File: src/rtl/mpu_pkg.sv
// Shared constants for the MPU6050 burst reader: FSM encoding, register map
// anchors and a big-endian word helper.
package mpu_pkg;

    localparam logic [2:0] ST_IDLE    = 3'd0;
    localparam logic [2:0] ST_REQ     = 3'd1;
    localparam logic [2:0] ST_WAIT    = 3'd2;
    localparam logic [2:0] ST_NEXT    = 3'd3;
    localparam logic [2:0] ST_PUBLISH = 3'd4;
    localparam logic [2:0] ST_ABORT   = 3'd5;

    localparam logic [7:0] MPU_REG_ACCEL_XOUT_H = 8'h3B;
    localparam logic [6:0] MPU_DEV_ADDR         = 7'h68;
    localparam int         MPU_FRAME_BYTES      = 14;
    localparam int         WD_BITS              = 20;

    // The sensor registers are laid out high byte first.
    function automatic logic [15:0] be_word(input logic [7:0] hi, input logic [7:0] lo);
        return {hi, lo};
    endfunction

endpackage

File: src/rtl/mpu_frame_unpack.sv
// Combinational mapping from the 14-byte sensor shadow (byte 0 in the low
// bits) to the seven signed 16-bit sample words.
module mpu_frame_unpack
    import mpu_pkg::*;
(
    input  logic [MPU_FRAME_BYTES*8-1:0] frame_bytes,
    output logic signed [15:0]           accel_x,
    output logic signed [15:0]           accel_y,
    output logic signed [15:0]           accel_z,
    output logic signed [15:0]           temp,
    output logic signed [15:0]           gyro_x,
    output logic signed [15:0]           gyro_y,
    output logic signed [15:0]           gyro_z
);

    assign accel_x = be_word(frame_bytes[0*8  +: 8], frame_bytes[1*8  +: 8]);
    assign accel_y = be_word(frame_bytes[2*8  +: 8], frame_bytes[3*8  +: 8]);
    assign accel_z = be_word(frame_bytes[4*8  +: 8], frame_bytes[5*8  +: 8]);
    assign temp    = be_word(frame_bytes[6*8  +: 8], frame_bytes[7*8  +: 8]);
    assign gyro_x  = be_word(frame_bytes[8*8  +: 8], frame_bytes[9*8  +: 8]);
    assign gyro_y  = be_word(frame_bytes[10*8 +: 8], frame_bytes[11*8 +: 8]);
    assign gyro_z  = be_word(frame_bytes[12*8 +: 8], frame_bytes[13*8 +: 8]);

endmodule

File: src/rtl/mpu_burst_reader.sv
// Reads the 14 MPU6050 sample bytes one register at a time on each timer tick
// and publishes the seven assembled words atomically with a valid strobe.
module mpu_burst_reader
    import mpu_pkg::*;
#(
    parameter logic [6:0] DEV_ADDR    = MPU_DEV_ADDR,
    parameter logic [7:0] START_ADDR  = MPU_REG_ACCEL_XOUT_H,
    parameter int         NUM_BYTES   = MPU_FRAME_BYTES,
    parameter int         TIMEOUT_CYC = 100000
) (
    input  logic        clk_in,
    input  logic        rst_n,
    input  logic        tick_in,
    input  logic        enable_in,
    output logic        i2c_req_out,
    output logic [6:0]  i2c_dev_out,
    output logic [7:0]  i2c_reg_out,
    input  logic        i2c_busy_in,
    input  logic        i2c_done_in,
    input  logic        i2c_err_in,
    input  logic [7:0]  i2c_rdata_in,
    output logic [15:0] accel_x_out,
    output logic [15:0] accel_y_out,
    output logic [15:0] accel_z_out,
    output logic [15:0] temp_out,
    output logic [15:0] gyro_x_out,
    output logic [15:0] gyro_y_out,
    output logic [15:0] gyro_z_out,
    output logic        data_valid_out,
    output logic        busy_out,
    output logic        overrun_out,
    output logic        err_out
);

    localparam logic [3:0]         LAST_IDX = 4'(NUM_BYTES - 1);
    localparam logic [WD_BITS-1:0] WD_LAST  = WD_BITS'(TIMEOUT_CYC - 1);

    logic [2:0]             state_q;
    logic [3:0]             idx_q;
    logic [WD_BITS-1:0]     wd_q;
    logic [NUM_BYTES*8-1:0] shadow_q;

    logic signed [15:0] ax_w, ay_w, az_w, temp_w, gx_w, gy_w, gz_w;

    mpu_frame_unpack u_unpack (
        .frame_bytes (shadow_q),
        .accel_x     (ax_w),
        .accel_y     (ay_w),
        .accel_z     (az_w),
        .temp        (temp_w),
        .gyro_x      (gx_w),
        .gyro_y      (gy_w),
        .gyro_z      (gz_w)
    );

    assign i2c_dev_out    = DEV_ADDR;
    assign busy_out       = (state_q != ST_IDLE);
    assign data_valid_out = (state_q == ST_PUBLISH);
    assign err_out        = (state_q == ST_ABORT);
    assign overrun_out    = tick_in & enable_in & (state_q != ST_IDLE);

    // NOTE: all state below uses non-blocking assignments so every register
    // samples the pre-edge values, independent of statement order.
    always_ff @(posedge clk_in or negedge rst_n) begin
        if (!rst_n) begin
            state_q     <= ST_IDLE;
            idx_q       <= '0;
            wd_q        <= '0;
            // NOTE: the shadow buffer is small and is cleared on reset so a
            // partially read frame can never leak out after a reset.
            shadow_q    <= '0;
            i2c_req_out <= 1'b0;
            i2c_reg_out <= '0;
            accel_x_out <= '0;
            accel_y_out <= '0;
            accel_z_out <= '0;
            temp_out    <= '0;
            gyro_x_out  <= '0;
            gyro_y_out  <= '0;
            gyro_z_out  <= '0;
        end else begin
            i2c_req_out <= 1'b0;
            case (state_q)
                ST_IDLE: begin
                    if (tick_in && enable_in) begin
                        idx_q   <= '0;
                        state_q <= ST_REQ;
                    end
                end
                ST_REQ: begin
                    if (!i2c_busy_in) begin
                        i2c_req_out <= 1'b1;
                        i2c_reg_out <= START_ADDR + {4'b0000, idx_q};
                        wd_q        <= '0;
                        state_q     <= ST_WAIT;
                    end
                end
                ST_WAIT: begin
                    // A completion wins over a watchdog expiry in the same cycle.
                    if (i2c_done_in) begin
                        if (i2c_err_in) begin
                            state_q <= ST_ABORT;
                        end else begin
                            shadow_q[{idx_q, 3'b000} +: 8] <= i2c_rdata_in;
                            state_q                        <= ST_NEXT;
                        end
                    end else if (wd_q == WD_LAST) begin
                        state_q <= ST_ABORT;
                    end else begin
                        wd_q <= wd_q + 1'b1;
                    end
                end
                ST_NEXT: begin
                    if (idx_q == LAST_IDX) begin
                        accel_x_out <= ax_w;
                        accel_y_out <= ay_w;
                        accel_z_out <= az_w;
                        temp_out    <= temp_w;
                        gyro_x_out  <= gx_w;
                        gyro_y_out  <= gy_w;
                        gyro_z_out  <= gz_w;
                        state_q     <= ST_PUBLISH;
                    end else begin
                        idx_q   <= idx_q + 4'd1;
                        state_q <= ST_REQ;
                    end
                end
                ST_PUBLISH: state_q <= ST_IDLE;
                ST_ABORT:   state_q <= ST_IDLE;
                default:    state_q <= ST_IDLE;
            endcase
        end
    end

endmodule

File: config.mk
export PLATFORM = sky130hd
export DESIGN_NAME = mpu_burst_reader
export DESIGN_NICKNAME = d
export VERILOG_FILES = /design/src/rtl/mpu_pkg.sv /design/src/rtl/mpu_frame_unpack.sv /design/src/rtl/mpu_burst_reader.sv
export SDC_FILE = /design/constraint.sdc
export NUM_CORES = 1
export LEC_CHECK = 0
export CAP_MARGIN = 20
export CORE_ASPECT_RATIO = 1.1
export CORE_MARGIN = 3
export CORE_UTILIZATION = 49
export DETAILED_ROUTE_END_ITERATION = 12
export PLACE_DENSITY = 0.83
export SKIP_CTS_REPAIR_TIMING = 1
export SLEW_MARGIN = 20
export SYNTH_ARGS = -nofsm -noshare
export SYNTH_HDL_FRONTEND = slang
export SYNTH_SLANG_ARGS = --single-unit
File: constraint.sdc
create_clock -name clk_in -period 2.4 [get_ports clk_in]
set_clock_uncertainty 0.1 [all_clocks]
set_input_delay 0.48 -clock clk_in [delete_from_list [all_inputs] [get_ports clk_in]]
set_output_delay 0.48 -clock clk_in [all_outputs]
set_load 0.02 [all_outputs]
==> results by group <==
Outcome
  – Outcome: complete, no violations

Die
  – CORE AREA: 20,920 um2
  – Initial Util: 0.5066
  – Die area: 23,430 um2
  – DIE HEIGHT: 160.3 um
  – Die W: 146.2 um
  – # IOs: 147
  – FP Rows: 55

Timing
  – Final number of hold-violating endpoints: 0
  – Final Slew Violations: 0
  – Slew @ Worst Pin: 553.0 ps
  – FMAX: 451.2 MHz
  – RSZ-0062 raised after global routing: false
  – Post-layout worst setup margin: 183.9 ps
  – Final min period: 2216 ps
  – Tcrit/Tclk final: 0.9234
  – Slew Limit Headroom: 0.6303
  – Hold WS: 354.0 ps
  – # setup viols final: 0

Global routing
  – Total grt overflow: 0
  – Vias in the first global route: 6,975
  – GRT Total Usage: 0.1985
  – First-pass GRT wire length: 38,060 um
  – Initial antenna violation count: 0
  – Largest net degree at the start of global routing: 83

Setup path
  – WP data arrival: 2520 ps
  – Crit-path max FO: 8
  – Worst R2R Path Depth: 9
  – Critical R2R Capture: shadow_q[70]$_DFFE_PN0P_
  – Critical Path, Cell by Cell: inv_1 -> ha_1 -> nor2b_1 -> buf_4 -> a21oi_1 -> nor2_1 -> nand2_1 -> buf_4 -> mux2_2
  – Reg-to-reg startpoint: idx_q[0]$_DFFE_PN0P_
  – CP startpoint kind: flop
  – Crit path kind: reg -> reg
  – R2R Setup Slk: 180 ps
  – Critical Path Max Stage Delay: 370 ps
  – Most used cell, CP: buf_4
  – Endpoint class of the critical path: flop
  – Req. time, crit path: 2700 ps
  – Slowest cell on crit path: dfrtp_1

Pwr
  – Reg power frac: 0.445
  – Net switching power figure: 3.020 mW
  – Peak VDD IR: 0.0006044 V
  – Leakage: 6.610 nW
  – Switching Share: 0.2708
  – P_int: 8.131 mW
  – Pwr/cell area: 816.0 nW/um2
  – Logic pwr share: 0.183
  – Clock network fraction of total power: 0.372

Clock network
  – Deepest level of the CTS H-tree: 1
  – CTS tree: yes
  – CTS max path bufs: 3
  – Num Clock Sinks: 259
  – CTS Buf Count: 26
  – CTS root buffer: clkbuf_16
  – Worst-Skew Late Latency: 530 ps
  – Reg clk slew, reported paths: 60 ps

Final layout
  – Sequential Area: 6481 um2
  – Share of cells above drive strength 1: 0.3507
  – Post-route non-filler standard cell count: 1,243
  – Multi-input gate area: 3896 um2
  – Final instance area: 13,670 um2
  – Final Util: 0.6533
  – Area growth, synth to finish: 28.95%
  – Layout filler cell count: 1,525
  – # diodes: 0
  – Nets: 959

Routing
  – Drt drc: 0
  – DRT met1 WL: 10,240 um
  – Final Routed Wirelength: 23,310 um
  – Routed wl met3: 1050 um
  – Antenna-violating nets left: 0
  – WL per Instance: 18.75 um
  – Max layer used: met4
  – DR pass1 iterations: 4
  – Vias post-DR: 6,630
  – DR iter-0 viols: 415
  – Via density: 5.334
  – Met2 WL: 11,640 um

Worst hold path
  – Hold Crit Class: in -> async

Yosys
  – Cell Area, Synth: 10,600 um2
  – Synth cell types: 47
  – Syn_area_per_cell: 14.08 um2
  – Synth Instances: 753
  – Yosys warnings: 0
  – EDFF count, synth: 0
  – Ys async rst share: 1.000
  – Leading register cell type out of synthesis: dfrtp_1
  – Seq/Total Area, Yosys: 0.6115
  – FF+latch count, synth: 259

Run
  – Total of max-cap violations: 0

Placed design
  – Placed instance area: 12,740 um2
  – Count of input and output buffers: 138
  – Dpl ws: -86.47 ps
  – Cells after DPL: 1,195
  – Detail Placement HPWL: 16,030 um
  – GPL Wtd Cong: 0.8447
power groups by stage:
stage,clock [mW],combinational [mW],sequential (mW)
6_report,4.15,2.04,4.97
3_3_place_gp,0,1.97,5.02
2_1_floorplan,0,1.18,5.04
3_5_place_dp,0,2.02,5.04
5_1_grt,4.42,2.23,5.01
4_1_cts,4.22,2.04,4.96
worst max-delay path: cells and delay by family, from the launching register on:
kind                       cells  cell delay (ps)
AOI/OAI and AO/OA              1              270
DFF                            1              370
buffers and inverters          3              410
and+or+nand+nor                3              340
adders and majority gates      1              260
muxes                          1              340
worst max-delay path by stage:
stage                                start  cells past startpoint                       end
floorplan             idx_q[0]$_DFFE_PN0P_                      8  shadow_q[16]$_DFFE_PN0P_
global placement               i2c_done_in                      6  shadow_q[32]$_DFFE_PN0P_
detailed placement             i2c_done_in                      6  shadow_q[34]$_DFFE_PN0P_
finish                idx_q[0]$_DFFE_PN0P_                      9  shadow_q[70]$_DFFE_PN0P_
CTS                 state_q[1]$_DFFE_PN0P_                      4                  busy_out
global route          idx_q[0]$_DFFE_PN0P_                      9  shadow_q[65]$_DFFE_PN0P_
cells in the mapped netlist (7+ instances only):
library cell  number  share of area
a21oi_1           20         0.0094
and2_1            11         0.0065
and3_1            10         0.0059
buf_2             20         0.0094
buf_4              8         0.0057
clkbuf_1           7         0.0025
dfrtp_1          259           0.61
inv_1             15         0.0053
mux2_2           225           0.24
nand2_1           26         0.0092
nand3_1           15         0.0071
nor2_1            19         0.0067
o21ai_0           29          0.014
o31ai_1            8         0.0057
or3_1              9         0.0053
layout make-up:
class,count,share of cell area
Tap cell,285,0.02609
Clock inverter,8,0.009887
Timing Repair Buffer,189,0.1450
Inverter,15,0.004120
Clock buffer,39,0.05557
Sequential cell,259,0.4742
Multi-Input combinational cell,448,0.2851
logic make-up after synthesis:
| family | share of synthesized area |
|---|---|
| flip-flops | 0.6115 |
| multiplexers | 0.2391 |
| AND/OR/NAND/NOR | 0.07685 |
| AO/OA/AOI/OAI | 0.04014 |
| buffers and inverters | 0.02503 |
| adder cells (fa/ha/maj) | 0.005902 |
| other | 0.0007086 |
| XOR/XNOR | 0.0008265 |
flip-flops by register name, indices dropped and copies added, names as in the netlist, 7 cells and up:
signal,count
temp_out,16
accel_y_out,16
accel_x_out,16
gyro_y_out,16
i2c_reg_out,7
gyro_x_out,16
gyro_z_out,16
wd_q,20
accel_z_out,16
shadow_q,112
stage by stage:
step | power (mW) | TNS [ps]
6_report | 11.15 | 0
5_1_grt | 11.66 | 0
4_1_cts | 11.22 | -629.6
3_5_place_dp | 7.056 | -1553
3_3_place_gp | 6.994 | -1152
2_1_floorplan | 6.218 | 0
cells in the final DEF (no fill, tap or decap), types with 4 or more instances in the layout:
cell / Yosys / layout
nand2b_1: 4 / 4
and2_1: 11 / 11
conb_1: 2 / 8
inv_1: 15 / 15
nor3b_1: 4 / 4
buf_12: 0 / 16
clkbuf_16: 0 / 26
nor2_1: 19 / 17
a21oi_1: 20 / 20
dlymetal6s2s_1: 0 / 4
buf_4: 8 / 34
nor2_2: 4 / 5
clkdlybuf4s50_1: 0 / 133
nand4_1: 5 / 5
mux2_2: 225 / 225
o21ai_0: 29 / 28
dfrtp_1: 259 / 259
or3_1: 9 / 9
clkbuf_1: 7 / 7
o21ai_1: 3 / 4
clkbuf_8: 0 / 6
nand3_1: 15 / 15
and3_1: 10 / 10
o31ai_1: 8 / 8
nand2_1: 26 / 26
ha_1: 5 / 5
metal layers:
| layer | GRT usage | vias up |
|---|---|---|
| met4 | 0.04063 | 0 |
| met2 | 0.3388 | 159 |
| met3 | 0.03320 | 30 |
| met5 | 0 | - |
| met1 | 0.2708 | 3385 |
| li1 | - | 3056 |
(Power assumes the default switching activity.)
